## config.mk

```make
export PLATFORM = sky130hd
export DESIGN_NAME = minrv32_mem_arbiter
export DESIGN_NICKNAME = d
export VERILOG_FILES = /design/src/rtl/minrv32_bus_pkg.sv /design/src/rtl/minrv32_rr_pick.sv /design/src/rtl/minrv32_mem_arbiter.sv
export SDC_FILE = /design/constraint.sdc
export NUM_CORES = 1
export LEC_CHECK = 0
export ABC_AREA = 1
export BUFFER_PORTS_ARGS = -buffer_cell sky130_fd_sc_hd__buf_2
export CORE_ASPECT_RATIO = 0.5
export CORE_MARGIN = 3
export CORE_UTILIZATION = 43
export DETAILED_ROUTE_END_ITERATION = 8
export PLACE_DENSITY = 0.87
export SYNTH_ARGS = -nofsm -noshare
export SYNTH_HDL_FRONTEND = slang
export SYNTH_HIERARCHICAL = 1
export SYNTH_SLANG_ARGS = --single-unit
```

## constraint.sdc

```tcl
create_clock -name clk -period 2.4 [get_ports clk]
set_input_delay 0.24 -clock clk [delete_from_list [all_inputs] [get_ports clk]]
set_output_delay 0.24 -clock clk [all_outputs]
set_load 0.01 [all_outputs]
```

## src/rtl/minrv32_bus_pkg.sv

```systemverilog
// Shared types for the minrv32 native memory bus arbiter: FSM states, grant ids
// and the registered request that is driven onto the memory bus.
package minrv32_bus_pkg;

    localparam int BUS_ADDR_W = 32;
    localparam int BUS_DATA_W = 32;
    localparam int BUS_STRB_W = BUS_DATA_W / 8;

    typedef enum logic [1:0] {
        IDLE,
        GNT_I,
        GNT_D
    } state_e;

    typedef enum logic {
        FETCH,
        DATA
    } grant_e;

    typedef struct packed {
        logic [BUS_ADDR_W-1:0] addr;
        logic [BUS_DATA_W-1:0] wdata;
        logic [BUS_STRB_W-1:0] wstrb;
        logic                  instr;
    } req_t;

endpackage

```

## src/rtl/minrv32_rr_pick.sv

```systemverilog
// Two-requester round-robin picker: on contention the port that did not win
// last time is chosen.
module minrv32_rr_pick
    import minrv32_bus_pkg::*;
(
    input  logic   fetch_req_i,
    input  logic   data_req_i,
    input  grant_e last_grant_i,
    output logic   grant_valid_o,
    output grant_e winner_o
);

    always_comb begin
        grant_valid_o = fetch_req_i | data_req_i;
        winner_o      = FETCH;
        if (fetch_req_i && data_req_i) begin
            winner_o = (last_grant_i == FETCH) ? DATA : FETCH;
        end else if (data_req_i) begin
            winner_o = DATA;
        end
    end

endmodule

```

## src/rtl/minrv32_mem_arbiter.sv

```systemverilog
// Shares the single minrv32 memory bus between fetch and load/store ports with
// round-robin arbitration, registered request fields and a wait watchdog.
module minrv32_mem_arbiter
    import minrv32_bus_pkg::*;
#(
    parameter int ADDR_W  = BUS_ADDR_W,
    parameter int DATA_W  = BUS_DATA_W,
    parameter int TIMEOUT = 15
) (
    input  logic                clk,
    input  logic                reset,
    input  logic                i_valid,
    input  logic [ADDR_W-1:0]   i_addr,
    output logic                i_ready,
    output logic [DATA_W-1:0]   i_rdata,
    output logic                i_err,
    input  logic                d_valid,
    input  logic [ADDR_W-1:0]   d_addr,
    input  logic [DATA_W-1:0]   d_wdata,
    input  logic [DATA_W/8-1:0] d_wstrb,
    output logic                d_ready,
    output logic [DATA_W-1:0]   d_rdata,
    output logic                d_err,
    output logic                m_valid,
    output logic                m_instr,
    output logic [ADDR_W-1:0]   m_addr,
    output logic [DATA_W-1:0]   m_wdata,
    output logic [DATA_W/8-1:0] m_wstrb,
    input  logic                m_ready,
    input  logic [DATA_W-1:0]   m_rdata,
    output logic                busy
);

    localparam int CNT_W = $clog2(TIMEOUT + 1);

    state_e             state_q, state_d;
    grant_e             last_q, last_d;
    logic [CNT_W-1:0]   cnt_q, cnt_d;
    req_t               req_q, req_d;

    logic               grant_valid;
    grant_e             winner;
    logic               timeout;
    logic               done;
    logic [DATA_W-1:0]  rdata;

    minrv32_rr_pick u_pick (
        .fetch_req_i   (i_valid),
        .data_req_i    (d_valid),
        .last_grant_i  (last_q),
        .grant_valid_o (grant_valid),
        .winner_o      (winner)
    );

    // A real completion on the timeout cycle wins over the forced error.
    assign timeout = (cnt_q == CNT_W'(TIMEOUT));
    assign done    = m_ready | timeout;
    assign rdata   = m_ready ? m_rdata : '0;

    always_ff @(posedge clk) begin
        if (reset) begin
            state_q <= IDLE;
            last_q  <= DATA;
            cnt_q   <= '0;
            req_q   <= '0;
        end else begin
            state_q <= state_d;
            last_q  <= last_d;
            cnt_q   <= cnt_d;
            req_q   <= req_d;
        end
    end

    always_comb begin
        state_d = state_q;
        last_d  = last_q;
        cnt_d   = cnt_q;
        req_d   = req_q;
        i_ready = 1'b0;
        i_err   = 1'b0;
        i_rdata = '0;
        d_ready = 1'b0;
        d_err   = 1'b0;
        d_rdata = '0;

        case (state_q)
            IDLE: begin
                if (grant_valid) begin
                    cnt_d  = '0;
                    last_d = winner;
                    if (winner == FETCH) begin
                        req_d.addr  = BUS_ADDR_W'(i_addr);
                        req_d.wdata = '0;
                        req_d.wstrb = '0;
                        req_d.instr = 1'b1;
                        state_d     = GNT_I;
                    end else begin
                        req_d.addr  = BUS_ADDR_W'(d_addr);
                        req_d.wdata = BUS_DATA_W'(d_wdata);
                        req_d.wstrb = BUS_STRB_W'(d_wstrb);
                        req_d.instr = 1'b0;
                        state_d     = GNT_D;
                    end
                end
            end
            GNT_I: begin
                if (done) begin
                    i_ready = 1'b1;
                    i_err   = ~m_ready;
                    i_rdata = rdata;
                    state_d = IDLE;
                end else begin
                    cnt_d = cnt_q + CNT_W'(1);
                end
            end
            GNT_D: begin
                if (done) begin
                    d_ready = 1'b1;
                    d_err   = ~m_ready;
                    d_rdata = rdata;
                    state_d = IDLE;
                end else begin
                    cnt_d = cnt_q + CNT_W'(1);
                end
            end
            default: state_d = IDLE;
        endcase
    end

    assign busy    = (state_q != IDLE);
    assign m_valid = busy;
    assign m_instr = req_q.instr;
    assign m_addr  = ADDR_W'(req_q.addr);
    assign m_wdata = DATA_W'(req_q.wdata);
    assign m_wstrb = (DATA_W/8)'(req_q.wstrb);

endmodule
```

* After elaboration in Yosys (flattened, before gate mapping)
Cells that the tools add are included.
Storage, ports and cells: register bits after elaboration 76, bits of input ports 137, output and inout port bits 139, word-level logic and storage cells 46
Cells by class: add/subtract/negate cells 1, equal/unequal tests 6, muxes and demuxes 21, bitwise logic cells 3, reduce and logical (&&, ||, !) cells 8
Operators with widths (number):
- $mux W32 | 4
- $mux W69 | 1
- $mux W1 | 9
- $mux W4 | 2
- $pmux W4 S2 | 1
- $mux W2 | 3
- $add A4 B1 Y4 const B | 1
- $eq A4 B4 Y1 const B | 1
- $ne A2 B2 Y1 const B | 2
- $pmux W2 S2 | 1
- $reduce_and A2 Y1 | 2
- $reduce_bool A2 Y1 | 2
- $reduce_and A3 Y1 | 1
- $eq A2 B1 Y1 const B | 1
- $eq A2 B2 Y1 const B | 1
- $logic_not A2 Y1 | 1
- $ne A2 B1 Y1 const B | 1
- $or A1 B1 Y1 | 2
- $reduce_or A2 Y1 | 1
- $logic_and A1 B1 Y1 | 1
- $not A1 Y1 | 1

* Logic depth before layout (Yosys ltp)
depth in word-level cells 5, gate-level depth with buffers 8, depth with buffers taken out 8

* Cells and area by module
Netlist, hierarchy kept.
By module, submodules not included:
- minrv32_mem_arbiter | instances 1, cells each 515, area an instance 3499.6 um2, seq. area each 1521.5 um2
- minrv32_rr_pick | instances 1, cells each 3, area an instance 15.0 um2, seq. area each 0.0 um2

* Worst setup path before layout
OpenSTA, ideal clock, no wires.
path kind reg-to-output, start point register state_q[1], end point output i_rdata[0], arrival time 1185 ps, path slack 975 ps, cell stages (with the launch flop) 6, cell sequence dfxtp_1 > inv_1 > ha_1 > clkinv_1 > clkbuf_1 > nor3_1
Between the ends: longest elaborated chain between the ends 2
Ends and longest elaborated chain:
- start: declaration | RTL line minrv32_mem_arbiter.sv:36 | state_e state_q, state_d;
- start signal: assignment | RTL line minrv32_mem_arbiter.sv:67 | state_q <= state_d;
- $eq A2 B1 Y1 | RTL line minrv32_mem_arbiter.sv:86 | case (state_q)
- $mux W32 | RTL line minrv32_mem_arbiter.sv:86
- end: declaration | RTL line minrv32_mem_arbiter.sv:15 | output logic [DATA_W-1:0] i_rdata,
Every way passes these cells.

* Worst setup path after layout
start point register state_q[0], end point output d_rdata[23]
Between the ends: longest elaborated chain between the ends 2
Ends and longest elaborated chain:
- $eq A2 B2 Y1 | RTL line minrv32_mem_arbiter.sv:86
- $mux W32 | RTL line minrv32_mem_arbiter.sv:86
- end: declaration | RTL line minrv32_mem_arbiter.sv:22 | output logic [DATA_W-1:0] d_rdata,
Every way passes these cells.

==> metrics.md <==
| Metric | Value |
|---|---|
| Status | complete, no violations |
| Antenna Nets Post-Route | 0 |
| Area leader, netlist | dfxtp_1 |
| Net count after synthesis | roughly 660 |
| Leakage | between 2 and 3 nW |
| # nets final | 915 |
| Global route total overflow | 0 |
| N_diodes | 0 |
| Final Util | 68.6% |
| Capture point of the worst reg-to-reg path | m_addr[30] |
| Filler cell count | 665 |
| Routed len/inst | 13.1 um |
| Die extent in x | around 130 um |
| Post-synthesis sequential area ratio | 43.3% |
| Post-synth top area share | 43.3% |
| Core area | 7620 um2 |
| Post-CTS sizing | 0 |
| Post-CTS setup buffer count | 0 |
| Combinational family with the most area after synthesis | simple AND/OR/NAND/NOR gates |
| Ys Warns | 6 |
| Initial antenna violation count | 0 |
| Dpl hpwl | 8690 um |
| DRT Pass-1 Iters | 5 |
| I/O Buffers | 275 |
| Setup_tns | 0 ns |
| Initial DRC count | 230 |
| CTS Hold Bufs | 0 |
| Cells after Synth | ~520 |
| Clk sink count | 76 |
| Initial Util | 46.1% |
| Clock transition at path regs | 0.06 ns |
| Row count | 22 |
| Longest Clk Path Bufs | 2 |
| DRC errors left | 0 |
| Compound-cell area share of the yosys netlist | 12.2% |
| Worst setup SP type | register |
| R2R setup slack | 0.58 ns |
| Total Routing Usage GR | 23.0% |
| Cells after DPL | 871 |
| Cts bufs inserted | 9 |
| Period utilization | 76.0% |
| Fin. max-slew vios | 0 |
| Fin cells | about 890 |
| Relative slew margins | about 60% |
| Required @ worst endpoint | 2.16 ns |
| Synth Area in Adders | under 10% |
| Fraction of synthesized area in multiplexers | 0% |
| Min cycle time layout | between 1.5 and 2 ns |
| Crit path kind | register to output port |
| Yosys cell types | 21 |
| Power Total | ~0.0036 W |
| VDD IR max | 0.000366 V |
| Worst skew pair latency | 0.32 ns |
| Synthesized area per cell | around 6.8 um2 |
| Slew @ Worst Pin | 0.599 ns |
| Commonest non-fill, non-tap cell in the layout | buf_2 |
| Top cells by area, synth | dfxtp_1, nand2_1, nor3_1 |
| Post-Synth XOR/XNOR Area | 0% |
| MaxCap Viol Count | 0 |
| IO Pins | 276 |
| Crit path max fanout | 34 |
| Crit Reg-Reg Startpoint | state_q[1] |
| Critical Path AT | 1.58 ns |
| Seq cells post-synth | 76 |
| Hold Fails Final Rpt | 0 |
| Vias in the first global route | 3929 |
| Critical Path Sink Type | output port |
| Worst hold path class | input port to register |
| CTS tree | yes |
| First-pass GRT wire length | 18000 um |
| Commonest non-fill, non-tap cells in the layout | buf_2, nand2_1, dfxtp_1 |
| Clock Skew | 0.00567 ns |
| Htree depth | 3 |
| Vias per cell | 4.84 |
| Synth-to-Final Area Change | 48.9% |
| Worst Hold Path Cells | 3 |
| Hold path startpoint | d_wdata[13] |
| Routed wire length | 11600 um |
| Path depth of the worst reg2reg path | 7 |
| Die height | about 70 um |
| Clk root buf | clkbuf_16 |
| GPL Wtd Cong | 0.869 |
| Fmax achieved | 0.548 GHz |
| RSZ-0062 raised after global routing | false |
| Mapped Area | 3510 um2 |
| Hold Slack | 0.163 ns |
| Pin count of the biggest net entering global routing | 60 |
| Pwr/cell area | 682 nW/um2 |
| Die Area | 9360 um2 |
| Share of layout cells above drive strength 1 | 38.9% |
| Simple-Gate Fraction of Synth Area | 32.7% |
| DR vias | between 4000 and 5000 |
| WHS Endpoint | m_wdata[13] |
| # setup viols final | 0 |
==> per-stage QoR <==
stage          instance area [um2]  worst slack (ns)
2_1_floorplan                 3510             0.975
3_3_place_gp                  4940             0.643
3_5_place_dp                  4940             0.600
4_1_cts                       5230             0.562
5_1_grt                       5230             0.392
6_report                      5230             0.576
==> critical path, stage by stage (launching register included) <==
cell and delay [ns]:
dfxtp_1 0.35, inv_1 0.07, ha_1 0.21, clkinv_1 0.05, buf_4 0.31, nor3_1 0.10, buf_2 0.17
==> kinds of logic (layout without fill, tap and decap cells) <==
| logic type | Yosys count | count (layout) |
|---|---|---|
| adder cells (fa/ha/maj) | 4 | 4 |
| buffers and inverters | 88 | 349 |
| flip-flops | 76 | 76 |
| AND/OR/NAND/NOR | 273 | 273 |
| AO/OA/AOI/OAI | 77 | 77 |
==> cells in the mapped netlist <==
library cell / instances
nand2_1: 186
a21oi_1: 43
a211o_1: 1
nand2_4: 1
buf_1: 1
o21ai_0: 1
nand3_2: 1
clkbuf_1: 21
inv_1: 47
nand3_1: 6
nand4_1: 2
buf_2: 12
ha_1: 4
buf_4: 5
dfxtp_1: 76
nor2_4: 2
clkinv_1: 2
nor3_1: 65
nor2_1: 9
or2_1: 1
a31oi_1: 32
==> worst max path at each step <==
stage | slack (ns) | from | endpoint | cells after the start
after floorplan | 0.97 | state_q[1] | i_rdata[0] | 5
after global placement | 0.64 | state_q[0] | m_addr[12] | 7
after detailed placement | 0.60 | state_q[0] | m_addr[11] | 7
after CTS | 0.56 | state_q[0] | m_addr[30] | 7
after global routing | 0.39 | state_q[1] | m_addr[7] | 7
final | 0.58 | state_q[0] | d_rdata[23] | 6
==> registers in the layout (all words and copies together) (netlist names) <==
register / count
cnt_q: 4
last_q: 1
m_wdata: 32
m_addr: 32
state_q: 2
m_instr: 1
m_wstrb: 4
==> power breakdown <==
group,total (W),internal [W],switching (W)
logic,0.000822,0.000318,0.000503
clock network,0.00132,0.000832,0.000485
registers,0.00143,0.00137,0.0000595
==> final cells by class <==
type                       instances  area [um2]  area share (%)
clock buffer                      12         246            4.71
clock inverter                     4        48.8           0.932
inverter                          49         184            3.51
multi-input combinational        354        1630            31.1
sequential                        76        1520            29.1
tap                              108         135            2.58
timing repair buffer             284        1470            28.1
==> per-layer routing <==
layer / vias to the layer above / routed length, um / global-route usage [%]
met1: 1920 / 4480 / 26.1
met3: 32 / 799 / 5.40
met5: - / 0 / 0
met2: 161 / 6070 / 42.5
li1: 2184 / - / -
met4: 0 / 284 / 7.64
No activity file was read; power rests on OpenSTA's default activity.
